### src/rtl/fma16_arb_pkg.sv
// fma16_arb_pkg: shared types and constants for the fma16 two-requester scheduler.
// Used by fma16_arbiter_if, fma16_resp_fifo and fma16_arbiter.
package fma16_arb_pkg;

    localparam int FMA16_NREQ       = 2;
    localparam int FMA16_RESP_DEPTH = 2;

    // A requester may hold at most this many ops in flight plus buffered responses.
    localparam logic [1:0] FMA16_CNT_MAX = 2'd2;

    typedef struct packed {
        logic [15:0] x;
        logic [15:0] y;
        logic [15:0] z;
        logic        mul;
        logic        add;
    } fma16_op_t;

    // Round-robin pick between two candidates; on a tie the requester that
    // did not win last time is taken.
    function automatic logic [1:0] rr_pick(input logic [1:0] cand, input logic last);
        logic [1:0] g;
        g = 2'b00;
        case (cand)
            2'b01:   g = 2'b01;
            2'b10:   g = 2'b10;
            2'b11:   g = last ? 2'b01 : 2'b10;
            default: g = 2'b00;
        endcase
        return g;
    endfunction

endpackage

### src/rtl/fma16_arbiter_if.sv
// fma16_arbiter_if: request, datapath and response signals of the fma16 scheduler.
// slave  = the scheduler itself, master = requesters plus the fma16 datapath.
interface fma16_arbiter_if;
    import fma16_arb_pkg::*;

    logic [FMA16_NREQ-1:0]        req_valid;
    logic [FMA16_NREQ-1:0]        req_ready;
    logic [FMA16_NREQ-1:0][15:0]  req_x;
    logic [FMA16_NREQ-1:0][15:0]  req_y;
    logic [FMA16_NREQ-1:0][15:0]  req_z;
    logic [FMA16_NREQ-1:0]        req_mul;
    logic [FMA16_NREQ-1:0]        req_add;

    logic [15:0]                  fma_x;
    logic [15:0]                  fma_y;
    logic [15:0]                  fma_z;
    logic                         fma_mul;
    logic                         fma_add;
    logic [15:0]                  fma_result;

    logic [FMA16_NREQ-1:0]        resp_valid;
    logic [FMA16_NREQ-1:0]        resp_ready;
    logic [FMA16_NREQ-1:0][15:0]  resp_data;

    logic [FMA16_NREQ-1:0][15:0]  stat_ops;

    modport slave (
        input  req_valid, req_x, req_y, req_z, req_mul, req_add,
        input  fma_result, resp_ready,
        output req_ready, fma_x, fma_y, fma_z, fma_mul, fma_add,
        output resp_valid, resp_data, stat_ops
    );

    modport master (
        output req_valid, req_x, req_y, req_z, req_mul, req_add,
        output fma_result, resp_ready,
        input  req_ready, fma_x, fma_y, fma_z, fma_mul, fma_add,
        input  resp_valid, resp_data, stat_ops
    );

endinterface

### src/rtl/fma16_resp_fifo.sv
// fma16_resp_fifo: 2-entry response buffer for one requester.
// Push and pop in the same cycle are allowed, also when full.
module fma16_resp_fifo
    import fma16_arb_pkg::*;
#(
    parameter int DEPTH = FMA16_RESP_DEPTH,
    parameter int WIDTH = 16
) (
    input  logic             clk,
    input  logic             reset,
    input  logic             i_push,
    input  logic [WIDTH-1:0] i_data,
    input  logic             i_pop,
    output logic             o_valid,
    output logic             o_full,
    output logic [WIDTH-1:0] o_data
);

    logic [WIDTH-1:0] r_mem [2];
    logic             r_wr_ptr;
    logic             r_rd_ptr;
    logic [1:0]       r_count;
    logic             w_do_push;
    logic             w_do_pop;

    assign o_valid   = (r_count != 2'd0);
    assign o_full    = (r_count == 2'(DEPTH));
    assign o_data    = r_mem[r_rd_ptr];
    assign w_do_pop  = i_pop & o_valid;
    assign w_do_push = i_push & (~o_full | w_do_pop);

    // Storage, pointers and occupancy; memory is cleared so the head reads 0 after reset.
    always_ff @(posedge clk) begin
        if (reset) begin
            r_mem[0] <= '0;
            r_mem[1] <= '0;
            r_wr_ptr <= 1'b0;
            r_rd_ptr <= 1'b0;
            r_count  <= 2'd0;
        end else begin
            if (w_do_push) begin
                r_mem[r_wr_ptr] <= i_data;
                r_wr_ptr        <= ~r_wr_ptr;
            end
            if (w_do_pop) begin
                r_rd_ptr <= ~r_rd_ptr;
            end
            case ({w_do_push, w_do_pop})
                2'b10:   r_count <= r_count + 2'd1;
                2'b01:   r_count <= r_count - 2'd1;
                default: r_count <= r_count;
            endcase
        end
    end

endmodule

### src/rtl/fma16_arbiter.sv
// fma16_arbiter: round-robin scheduler in front of the shared combinational fma16.
// Winning operands go to a one-deep issue register that drives the datapath; the
// result is captured into the owner's response FIFO on the following edge.
// Each requester holds a credit count (in flight + buffered) capped at 2, which
// guarantees its response FIFO never overflows.
// Optional build macro: FMA16_ARB_STATS_EN adds per-requester 16-bit accept
// counters on stat_ops; without it stat_ops is tied to zero.
module fma16_arbiter
    import fma16_arb_pkg::*;
#(
    parameter int NREQ       = FMA16_NREQ,
    parameter int RESP_DEPTH = FMA16_RESP_DEPTH
) (
    input  logic           clk,
    input  logic           reset,
    fma16_arbiter_if.slave bus
);

    logic [NREQ-1:0]       w_drain;
    logic [NREQ-1:0]       w_elig;
    logic [NREQ-1:0]       w_cand;
    logic [NREQ-1:0]       w_grant;
    logic [NREQ-1:0]       w_accept;
    logic [NREQ-1:0]       w_push;
    logic [NREQ-1:0]       w_resp_valid;
    logic [NREQ-1:0]       w_fifo_full;
    logic [NREQ-1:0][15:0] w_resp_data;
    logic                  w_sel;
    fma16_op_t             w_req_op;
    logic                  w_unused_full;

    logic [1:0]            r_cnt [NREQ];
    logic                  r_last;
    fma16_op_t             r_iss_op;
    logic                  r_iss_valid;
    logic                  r_iss_tag;

    // Eligibility and grant; a draining response frees a credit in the same cycle.
    always_comb begin
        w_drain = w_resp_valid & bus.resp_ready;
        w_elig  = '0;
        for (int i = 0; i < NREQ; i++) begin
            w_elig[i] = (r_cnt[i] < FMA16_CNT_MAX) | w_drain[i];
        end
        w_cand   = bus.req_valid & w_elig;
        w_grant  = reset ? '0 : rr_pick(w_cand, r_last);
        w_accept = bus.req_valid & w_grant;
        w_sel    = w_grant[1];
    end

    // Operand mux for the winning requester.
    always_comb begin
        w_req_op.x   = bus.req_x[w_sel];
        w_req_op.y   = bus.req_y[w_sel];
        w_req_op.z   = bus.req_z[w_sel];
        w_req_op.mul = bus.req_mul[w_sel];
        w_req_op.add = bus.req_add[w_sel];
    end

    assign bus.req_ready = w_grant;

    // Issue register; operands hold their last value when nothing is accepted.
    always_ff @(posedge clk) begin
        if (reset) begin
            r_iss_valid <= 1'b0;
            r_iss_tag   <= 1'b0;
            r_iss_op    <= '0;
        end else begin
            r_iss_valid <= |w_accept;
            if (|w_accept) begin
                r_iss_op  <= w_req_op;
                r_iss_tag <= w_sel;
            end
        end
    end

    // Round-robin pointer, moved only by a grant.
    always_ff @(posedge clk) begin
        if (reset) begin
            r_last <= 1'b1;
        end else if (|w_grant) begin
            r_last <= w_sel;
        end
    end

    // Credit counters: +1 on accept, -1 on drain.
    always_ff @(posedge clk) begin
        if (reset) begin
            for (int i = 0; i < NREQ; i++) begin
                r_cnt[i] <= 2'd0;
            end
        end else begin
            for (int i = 0; i < NREQ; i++) begin
                case ({w_accept[i], w_drain[i]})
                    2'b10:   r_cnt[i] <= r_cnt[i] + 2'd1;
                    2'b01:   r_cnt[i] <= r_cnt[i] - 2'd1;
                    default: r_cnt[i] <= r_cnt[i];
                endcase
            end
        end
    end

    assign bus.fma_x   = r_iss_op.x;
    assign bus.fma_y   = r_iss_op.y;
    assign bus.fma_z   = r_iss_op.z;
    assign bus.fma_mul = r_iss_op.mul;
    assign bus.fma_add = r_iss_op.add;

    assign w_push[0] = r_iss_valid & (r_iss_tag == 1'b0);
    assign w_push[1] = r_iss_valid & (r_iss_tag == 1'b1);

    fma16_resp_fifo #(.DEPTH(RESP_DEPTH), .WIDTH(16)) u_fifo0 (
        .clk     (clk),
        .reset   (reset),
        .i_push  (w_push[0]),
        .i_data  (bus.fma_result),
        .i_pop   (bus.resp_ready[0]),
        .o_valid (w_resp_valid[0]),
        .o_full  (w_fifo_full[0]),
        .o_data  (w_resp_data[0])
    );

    fma16_resp_fifo #(.DEPTH(RESP_DEPTH), .WIDTH(16)) u_fifo1 (
        .clk     (clk),
        .reset   (reset),
        .i_push  (w_push[1]),
        .i_data  (bus.fma_result),
        .i_pop   (bus.resp_ready[1]),
        .o_valid (w_resp_valid[1]),
        .o_full  (w_fifo_full[1]),
        .o_data  (w_resp_data[1])
    );

    // Full flags are implied by the credit count and need no further use here.
    assign w_unused_full = &w_fifo_full;

    assign bus.resp_valid = w_resp_valid;
    assign bus.resp_data  = w_resp_data;

`ifdef FMA16_ARB_STATS_EN
    logic [NREQ-1:0][15:0] r_stat;

    // Accept counters, free-running with 16-bit wrap.
    always_ff @(posedge clk) begin
        if (reset) begin
            r_stat <= '0;
        end else begin
            for (int i = 0; i < NREQ; i++) begin
                if (w_accept[i]) begin
                    r_stat[i] <= r_stat[i] + 16'd1;
                end
            end
        end
    end

    assign bus.stat_ops = r_stat;
`else
    assign bus.stat_ops = '0;
`endif

endmodule
### src/flat_wrapper.sv
// flat-port wrapper written by rule: the top's interface ports become plain ports
module fma16_arbiter_flat import fma16_arb_pkg::*;
#(
    parameter int NREQ       = FMA16_NREQ,
    parameter int RESP_DEPTH = FMA16_RESP_DEPTH
)
  (clk, reset, bus_req_valid, bus_req_x, bus_req_y, bus_req_z, bus_req_mul, bus_req_add, bus_fma_result, bus_resp_ready, bus_req_ready, bus_fma_x, bus_fma_y, bus_fma_z, bus_fma_mul, bus_fma_add, bus_resp_valid, bus_resp_data, bus_stat_ops);
  fma16_arbiter_if bus_i ();
  input  logic clk;
  input  logic reset;
  input wire logic [$bits(bus_i.req_valid)-1:0] bus_req_valid;
  input wire logic [$bits(bus_i.req_x)-1:0] bus_req_x;
  input wire logic [$bits(bus_i.req_y)-1:0] bus_req_y;
  input wire logic [$bits(bus_i.req_z)-1:0] bus_req_z;
  input wire logic [$bits(bus_i.req_mul)-1:0] bus_req_mul;
  input wire logic [$bits(bus_i.req_add)-1:0] bus_req_add;
  input wire logic [$bits(bus_i.fma_result)-1:0] bus_fma_result;
  input wire logic [$bits(bus_i.resp_ready)-1:0] bus_resp_ready;
  output wire logic [$bits(bus_i.req_ready)-1:0] bus_req_ready;
  output wire logic [$bits(bus_i.fma_x)-1:0] bus_fma_x;
  output wire logic [$bits(bus_i.fma_y)-1:0] bus_fma_y;
  output wire logic [$bits(bus_i.fma_z)-1:0] bus_fma_z;
  output wire logic [$bits(bus_i.fma_mul)-1:0] bus_fma_mul;
  output wire logic [$bits(bus_i.fma_add)-1:0] bus_fma_add;
  output wire logic [$bits(bus_i.resp_valid)-1:0] bus_resp_valid;
  output wire logic [$bits(bus_i.resp_data)-1:0] bus_resp_data;
  output wire logic [$bits(bus_i.stat_ops)-1:0] bus_stat_ops;
  assign bus_i.req_valid = bus_req_valid;
  assign bus_i.req_x = bus_req_x;
  assign bus_i.req_y = bus_req_y;
  assign bus_i.req_z = bus_req_z;
  assign bus_i.req_mul = bus_req_mul;
  assign bus_i.req_add = bus_req_add;
  assign bus_i.fma_result = bus_fma_result;
  assign bus_i.resp_ready = bus_resp_ready;
  assign bus_req_ready = bus_i.req_ready;
  assign bus_fma_x = bus_i.fma_x;
  assign bus_fma_y = bus_i.fma_y;
  assign bus_fma_z = bus_i.fma_z;
  assign bus_fma_mul = bus_i.fma_mul;
  assign bus_fma_add = bus_i.fma_add;
  assign bus_resp_valid = bus_i.resp_valid;
  assign bus_resp_data = bus_i.resp_data;
  assign bus_stat_ops = bus_i.stat_ops;
  fma16_arbiter #(.NREQ(NREQ), .RESP_DEPTH(RESP_DEPTH)) u_core (.clk(clk), .reset(reset), .bus(bus_i));
endmodule
### config.mk
export PLATFORM = sky130hd
export DESIGN_NAME = fma16_arbiter_flat
export DESIGN_NICKNAME = d
export VERILOG_FILES = /design/src/rtl/fma16_arb_pkg.sv /design/src/rtl/fma16_arbiter_if.sv /design/src/rtl/fma16_resp_fifo.sv /design/src/rtl/fma16_arbiter.sv /design/src/flat_wrapper.sv
export SDC_FILE = /design/constraint.sdc
export NUM_CORES = 1
export LEC_CHECK = 0
export ABC_AREA = 1
export CAP_MARGIN = 10
export CORE_ASPECT_RATIO = 1.2
export CORE_MARGIN = 2
export CORE_UTILIZATION = 23
export DETAILED_ROUTE_END_ITERATION = 7
export PLACE_DENSITY = 0.47
export SETUP_SLACK_MARGIN = 0.4
export SLEW_MARGIN = 10
export SYNTH_ARGS = -nofsm -noshare
export SYNTH_HDL_FRONTEND = slang
export SYNTH_SLANG_ARGS = --single-unit
### constraint.sdc
create_clock -name clk -period 2.66 [get_ports clk]
set_clock_uncertainty 0.15 [all_clocks]
set_input_delay 0.532 -clock clk [delete_from_list [all_inputs] [get_ports clk]]
set_output_delay 0.532 -clock clk [all_outputs]
set_load 0.02 [all_outputs]
==> flow_summary.yaml, run 1 <==
sta:
  finalHoldViolations: 0
  clock.fmax_ghz: 0.451
  fin_ws_ns: 0.445
  fin_crit_sh_pct: 83.3
  slew_headroom_pct: 41.5
  fin_hold_ws_ns: 0.294
  final_max_slew_viol_count: 0
  setup_viol: 0
  worst_slew_pin_slew_ns: 0.877
  rsz0062_at_grt: "true"
  final.min_clock_period_ns: 2.22
floorplan:
  fp-row-count: 68
  dieArea_sq_um: 30700
  core_area_sq_um: 28800
  die_y_microns: 192
  die_x_microns: 160
  start_util_pct: 23.4
  ios: 240
yosys:
  synth-seq-area-share_pct: 49.0
  synthFlopType: "edfxtp_1"
  synthMuxAreaShare_pct: 5.35
  avgSynthCellArea_sq_um: 9.30
  synth_top_family_by_area: "simple AND/OR/NAND/NOR gates"
  synth_top_area_share_pct: 30.3
  syn_area_sq_um: 6740
  ys_top_cells_by_count: "nand3_1 (158), inv_1 (75), nand2_1 (72), nor2_1 (72), edfxtp_1 (68)"
  synth_compound_gate_area_share_pct: 1.99
  synth.distinct_cells: 33
  synth_seq_cells: 131
  ys_warn_count: 0
  synthSimpleGateAreaFrac_pct: 29.3
  ys_top_cells_by_area: "edfxtp_1 (30%), dfxtp_1 (19%), nand3_1 (12%)"
  synthXorXnorAreaFrac_pct: 0.390
  yosysMostFrequentCell: "nand3_1"
  synthesis.instances: 725
  synthArstFlopShare_pct: 0
  synth_edf_count: 68
  synthAdderAreaFrac_pct: 0.743
  yosysTopAreaCell: "edfxtp_1"
min_path:
  worst_hold_path_type: "flop to flop"
  min_from: "u_core.u_fifo1.r_rd_ptr"
  min_path_cells: 1
global_routing:
  antenna_found_initial: 1
  grt_pass1_vias: 5714
  grt_pass1_wl_mm: 31.3
  grt_max_degree: 52
  overflow: 0
  grt.total_usage_pct: 13.3
finish:
  area_growth_pct: 45.2
  design_area_sq_um: 9790
  nets: 1063
  drive_gt1_share_pct: 22.2
worst_setup_path:
  end_kind: "output pin"
  cp.required_ns: 1.98
  r2r_start: "u_core.u_fifo1.r_count[0]"
  ff2ff_path_depth: 13
  worstReg2RegEnd: "u_core.r_cnt[1][1]"
  cp-start-kind: "flop"
  r2r_slack_ns: 0.53
  path_max_fanout: 8
  criticalPathCategory: "flop to output pin"
  critical_path_arrival_ns: 1.53
route:
  via_count: 5616
  first_iter_violations: 208
  wl_per_cell_microns: 15.3
  drc: 0
  viasPerCell: 4.20
  drt-total-wl_mm: 20.5
  antenna_left: 0
  drt_first_pass_iters: 5
pwr:
  ir_worst_vdd_uv: 439
  leakage_nw: 4.31
  power_density_nw_per_um2: 739
clock_tree:
  cts_root_buffer: "clkbuf_16"
  cts_made_buffers: 17
  cts_tree: "built"
  clk_latency_ns: 0.42
  clockBufferDepth: 2
  htreeDepth: 4
  clk_pin_slew_ns: 0.06
  cts_num_sinks: 131
placed_design:
  port_buffers: 207
  dp_slack_ns: -0.0908
  dpl_cell_area_sq_um: 9160
  hpwl_mm: 13.3
  place_congestion: 0.735
status:
  status: "finished clean"
run:
  drv_cap: 0
## flip-flops by register name (all words and copies together), names as in the netlist, 2 cells and up, named ones only
register / count
u_core.u_fifo1.r_mem: 32
u_core.u_fifo0.r_mem: 32
u_core.bus.fma_z: 16
u_core.r_cnt: 4
u_core.bus.fma_x: 16
u_core.u_fifo1.r_count: 2
u_core.bus.fma_y: 16
u_core.u_fifo0.r_count: 2
## cell type report
cell class / instances / area (sq um)
Sequential cell: 131 / 3310
Timing Repair Buffer: 241 / 2370
Tap cell: 385 / 482
Multi-Input combinational cell: 462 / 2710
Fill cell: 3037 / 19100
Inverter: 84 / 320
Clock inverter: 15 / 163
Antenna cell: 1 / 2.50
Clock buffer: 17 / 425
## worst max-delay path by stage
| stage | startpoint | endpoint | slack [ns] | depth (start not counted) |
|---|---|---|---|---|
| 2_1_floorplan | bus_resp_ready[0] | u_core.r_cnt[1][1] | 0.42 | 12 |
| 3_3_place_gp | bus_resp_ready[0] | bus_req_ready[0] | -0.1 | 8 |
| 3_5_place_dp | bus_resp_ready[1] | bus_req_ready[1] | -0.09 | 8 |
| 4_1_cts | flop | bus_resp_data[20] | 0.37 | 3 |
| 5_1_grt | reset | u_core.r_cnt[1][1] | 0.36 | 11 |
| 6_report | flop | bus_resp_data[26] | 0.44 | 3 |
## report_power, final
group	switching, mW	total (mW)	internal (mW)
Combinational	1.31	2.34	1.03
Sequential	0.137	2.52	2.38
Clock	1.04	2.37	1.33
## layout by cell type, fill, tap and decap left out, drive strengths merged, types with 2 or more instances in the layout
master         synthesis  routed
a21oi                  8       8
conb                   1      32
buf                   77      64
edfxtp                68      68
clkinvlp               0       2
ha                     4       4
nor2                  73      73
nand3                212     212
o21ai                 12      12
dfxtp                 63      63
a31oi                  2       2
mux2                  32      32
clkdlybuf4s50          0     168
clkdlybuf4s15          0       3
dlygate4sd2            0       4
clkinv                 0       4
clkbuf                 2      18
inv                   84      92
nand2                 80      80
xor2                   2       2
## layer usage
metal  track usage, %  vias up  wire length, microns
li1                 -     2783                     -
met1             16.2     2630                  8990
met2             22.2      195                  9640
met3             5.34        8                  1700
met4             3.22        0                   137
met5                0        -                     0
## kinds of logic (layout without fill, tap and decap cells)
| kind of cell | after synthesis | in the layout |
|---|---|---|
| AO/OA/AOI/OAI | 23 | 23 |
| buffers and inverters | 163 | 357 |
| adder cells (fa/ha/maj) | 4 | 4 |
| AND/OR/NAND/NOR | 368 | 368 |
| flip-flops | 131 | 131 |
| XOR/XNOR | 3 | 3 |
| multiplexers | 32 | 32 |
| other | 1 | 33 |
## metrics by stage
stage	total power, mW	cells	setup TNS [ns]	util, %
floorplan	3.95	756	0	-
global placement	4.86	1300	-0.229	31.8
detailed placement	4.87	1300	-0.474	31.8
CTS	7.33	1335	0	33.9
global route	7.63	1335	0	33.9
finish	7.23	1336	0	33.9
## worst max-delay path, stage by stage, from the launching register on
cell and delay, ns:
dfxtp_4 0.40, buf_16 0.14, mux2_2 0.33, clkdlybuf4s15_2 0.25
## timing repair
action | 4_1_cts | 5_1_grt
cloned | 2 | 0
gates resized for setup | 140 | 45
endpoints found under the setup margin | 39 | 73
setup buffers | 1 | 0
hold buffers | 0 | 0
Note: power is estimated with default switching activity, not from simulation.
==> run 2, diff against run 1 <==
Clock period 2.66 ns to 2.3 ns, I/O delays scaled along.
==> flow_summary.yaml, run 2 (synthesis gave the netlist of run 1 again) <==
status:
  status: "finished clean"
floorplan:
  ios: 240
  core_area_sq_um: 28800
  die_y_microns: 192
  start_util_pct: 23.4
  fp-row-count: 68
  dieArea_sq_um: 30700
  die_x_microns: 160
worst_setup_path:
  path_max_fanout: 2
  end_kind: "output pin"
  cp.required_ns: 1.69
  crit_end: "bus_req_ready[0]"
  crit_path_cell_trace: "nand2_2 > nand2_2 > nor2_4 > nand2_4 > buf_6 > inv_2 > buf_6"
  critical-path-top-delay-family: "flip-flops"
  cp.depth: 7
  ff2ff_path_depth: 12
  r2r_start: "u_core.u_fifo0.r_count[0]"
  r2r_slack_ns: 0.29
  cp_slowest_stage_delay_ns: 0.40
  worstReg2RegEnd: "u_core.r_cnt[1][1]"
  crit_start: "u_core.r_cnt[0][1]"
  cp-start-kind: "flop"
  critical_path_arrival_ns: 1.44
  criticalPathCategory: "flop to output pin"
  path_buf_inv: 3
  cp_slowest_cell: "edfxtp_1"
sta:
  clock.fmax_ghz: 0.487
  final.min_clock_period_ns: 2.05
  finalHoldViolations: 0
  fin_crit_sh_pct: 89.3
  worst_slew_pin_slew_ns: 0.672
  final_max_slew_viol_count: 0
  rsz0062_at_grt: "true"
  setup_viol: 0
  fin_ws_ns: 0.246
  slew_headroom_pct: 55.2
global_routing:
  overflow: 0
  grt_pass1_wl_mm: 31.6
  grt.total_usage_pct: 13.4
  grt_pass1_vias: 5671
  antenna_found_initial: 2
  grt_max_degree: 52
clock_tree:
  cts_num_sinks: 131
  clk_pin_slew_ns: 0.06
  clockBufferDepth: 2
  clk_latency_ns: 0.42
  cts_root_buffer: "clkbuf_16"
  cts_tree: "built"
  cts_made_buffers: 17
  htreeDepth: 4
finish:
  nets: 1091
  layout_common_cells: "nand3_2 (129), clkdlybuf4s50_1 (116), inv_1 (71), nor2_1 (69), edfxtp_1 (68)"
  fin_util_pct: 38.7
  design_area_sq_um: 11200
  final_common_cell: "nand3_2"
  drive_gt1_share_pct: 36.9
  fillers: 2891
  area_growth_pct: 65.8
  top_regs: "u_core.u_fifo0.r_mem: 32 flops, u_core.u_fifo1.r_mem: 32 flops"
route:
  drt_first_pass_iters: 4
  via_count: 5847
  antenna_left: 0
  viasPerCell: 4.29
  drt-total-wl_mm: 22.1
  drc: 0
  wl_per_cell_microns: 16.2
  first_iter_violations: 167
pwr:
  leakage_nw: 5.17
  intPower_mw: 6.08
  comb_power_share_pct: 37.0
  seqPwrFrac_pct: 31.9
  ir_worst_vdd_uv: 491
  power_frac_clock_pct: 31.1
  power_density_nw_per_um2: 822
  netSwitchingFraction_pct: 33.8
  switchingPower_mw: 3.10
placed_design:
  dp_slack_ns: -0.363
  dpl_cell_area_sq_um: 9310
  place_congestion: 0.754
  hpwl_mm: 13.6
  port_buffers: 207
run:
  drv_cap: 0
min_path:
  worst_hold_path_type: "flop to flop"
==> run 2: what timing repair did <==
action,CTS,global route
cloned,3,8
hold buffers,0,0
buffers inserted,8,5
setup endpoints to repair,145,92
pin swaps,3,56
resized for setup,315,155
==> run 2: power groups by stage <==
stage                     logic [mW]  registers [mW]  clock network [mW]
after floorplan                 1.58            3.05                   0
after global placement          2.79            2.95                   0
after detailed placement        2.79            2.95                   0
after CTS                       3.04            2.92                2.95
after global routing            3.65            2.96                3.04
final                           3.40            2.93                2.86
==> run 2: final cells by class <==
class                           count  area [sq um]  share of cell area, %
Multi-Input combinational cell    462          3540                   31.7
Sequential cell                   131          3320                   29.7
Timing Repair Buffer              269          2890                   25.9
Tap cell                          385           482                   4.31
Clock buffer                       17           425                   3.81
Inverter                           84           330                   2.96
Clock inverter                     14           178                   1.59
Antenna cell                        1          2.50                 0.0224
==> run 2: per-layer routing <==
layer / share of wire (%) / vias up / track usage, %
met3: 7.8 / 13 / 5.40
met2: 50 / 196 / 23.1
met4: 0.89 / 2 / 3.57
met1: 41 / 2795 / 15.5
li1: - / 2841 / -
met5: 0.059 / - / 0
==> run 2: worst reg2reg max path: stages (launching register included) <==
cell	delay, ns
dfxtp_4	0.35
o21ai_4	0.15
nand2_2	0.09
nand2_2	0.08
nor2_4	0.05
nand2_4	0.07
buf_6	0.11
inv_4	0.03
ha_4	0.22
nor4_4	0.26
nor2_2	0.08
nand3_1	0.06
o21ai_1	0.07
==> run 2: metrics by stage <==
stage	power (mW)	setup TNS [ns]	hold WS (ns)	cells
after CTS	8.91	0	0.299	1349
after global routing	9.65	0	0.324	1362
final	9.19	0	0.299	1363
after detailed placement	5.74	-13.52	0.289	1307
after floorplan	4.63	0	0.275	756
after global placement	5.74	-13.05	0.285	1307
==> run 2: how the worst min path moves through the flow <==
stage / startpoint / end / cells after the start
floorplan: u_core.u_fifo0.r_rd_ptr / flop / 1
global placement: u_core.u_fifo1.r_rd_ptr / u_core.u_fifo1.r_rd_ptr / 1
detailed placement: u_core.u_fifo1.r_rd_ptr / flop / 1
CTS: u_core.u_fifo1.r_rd_ptr / flop / 1
global route: u_core.u_fifo0.r_rd_ptr / u_core.u_fifo0.r_rd_ptr / 1
finish: u_core.u_fifo0.r_rd_ptr / flop / 1
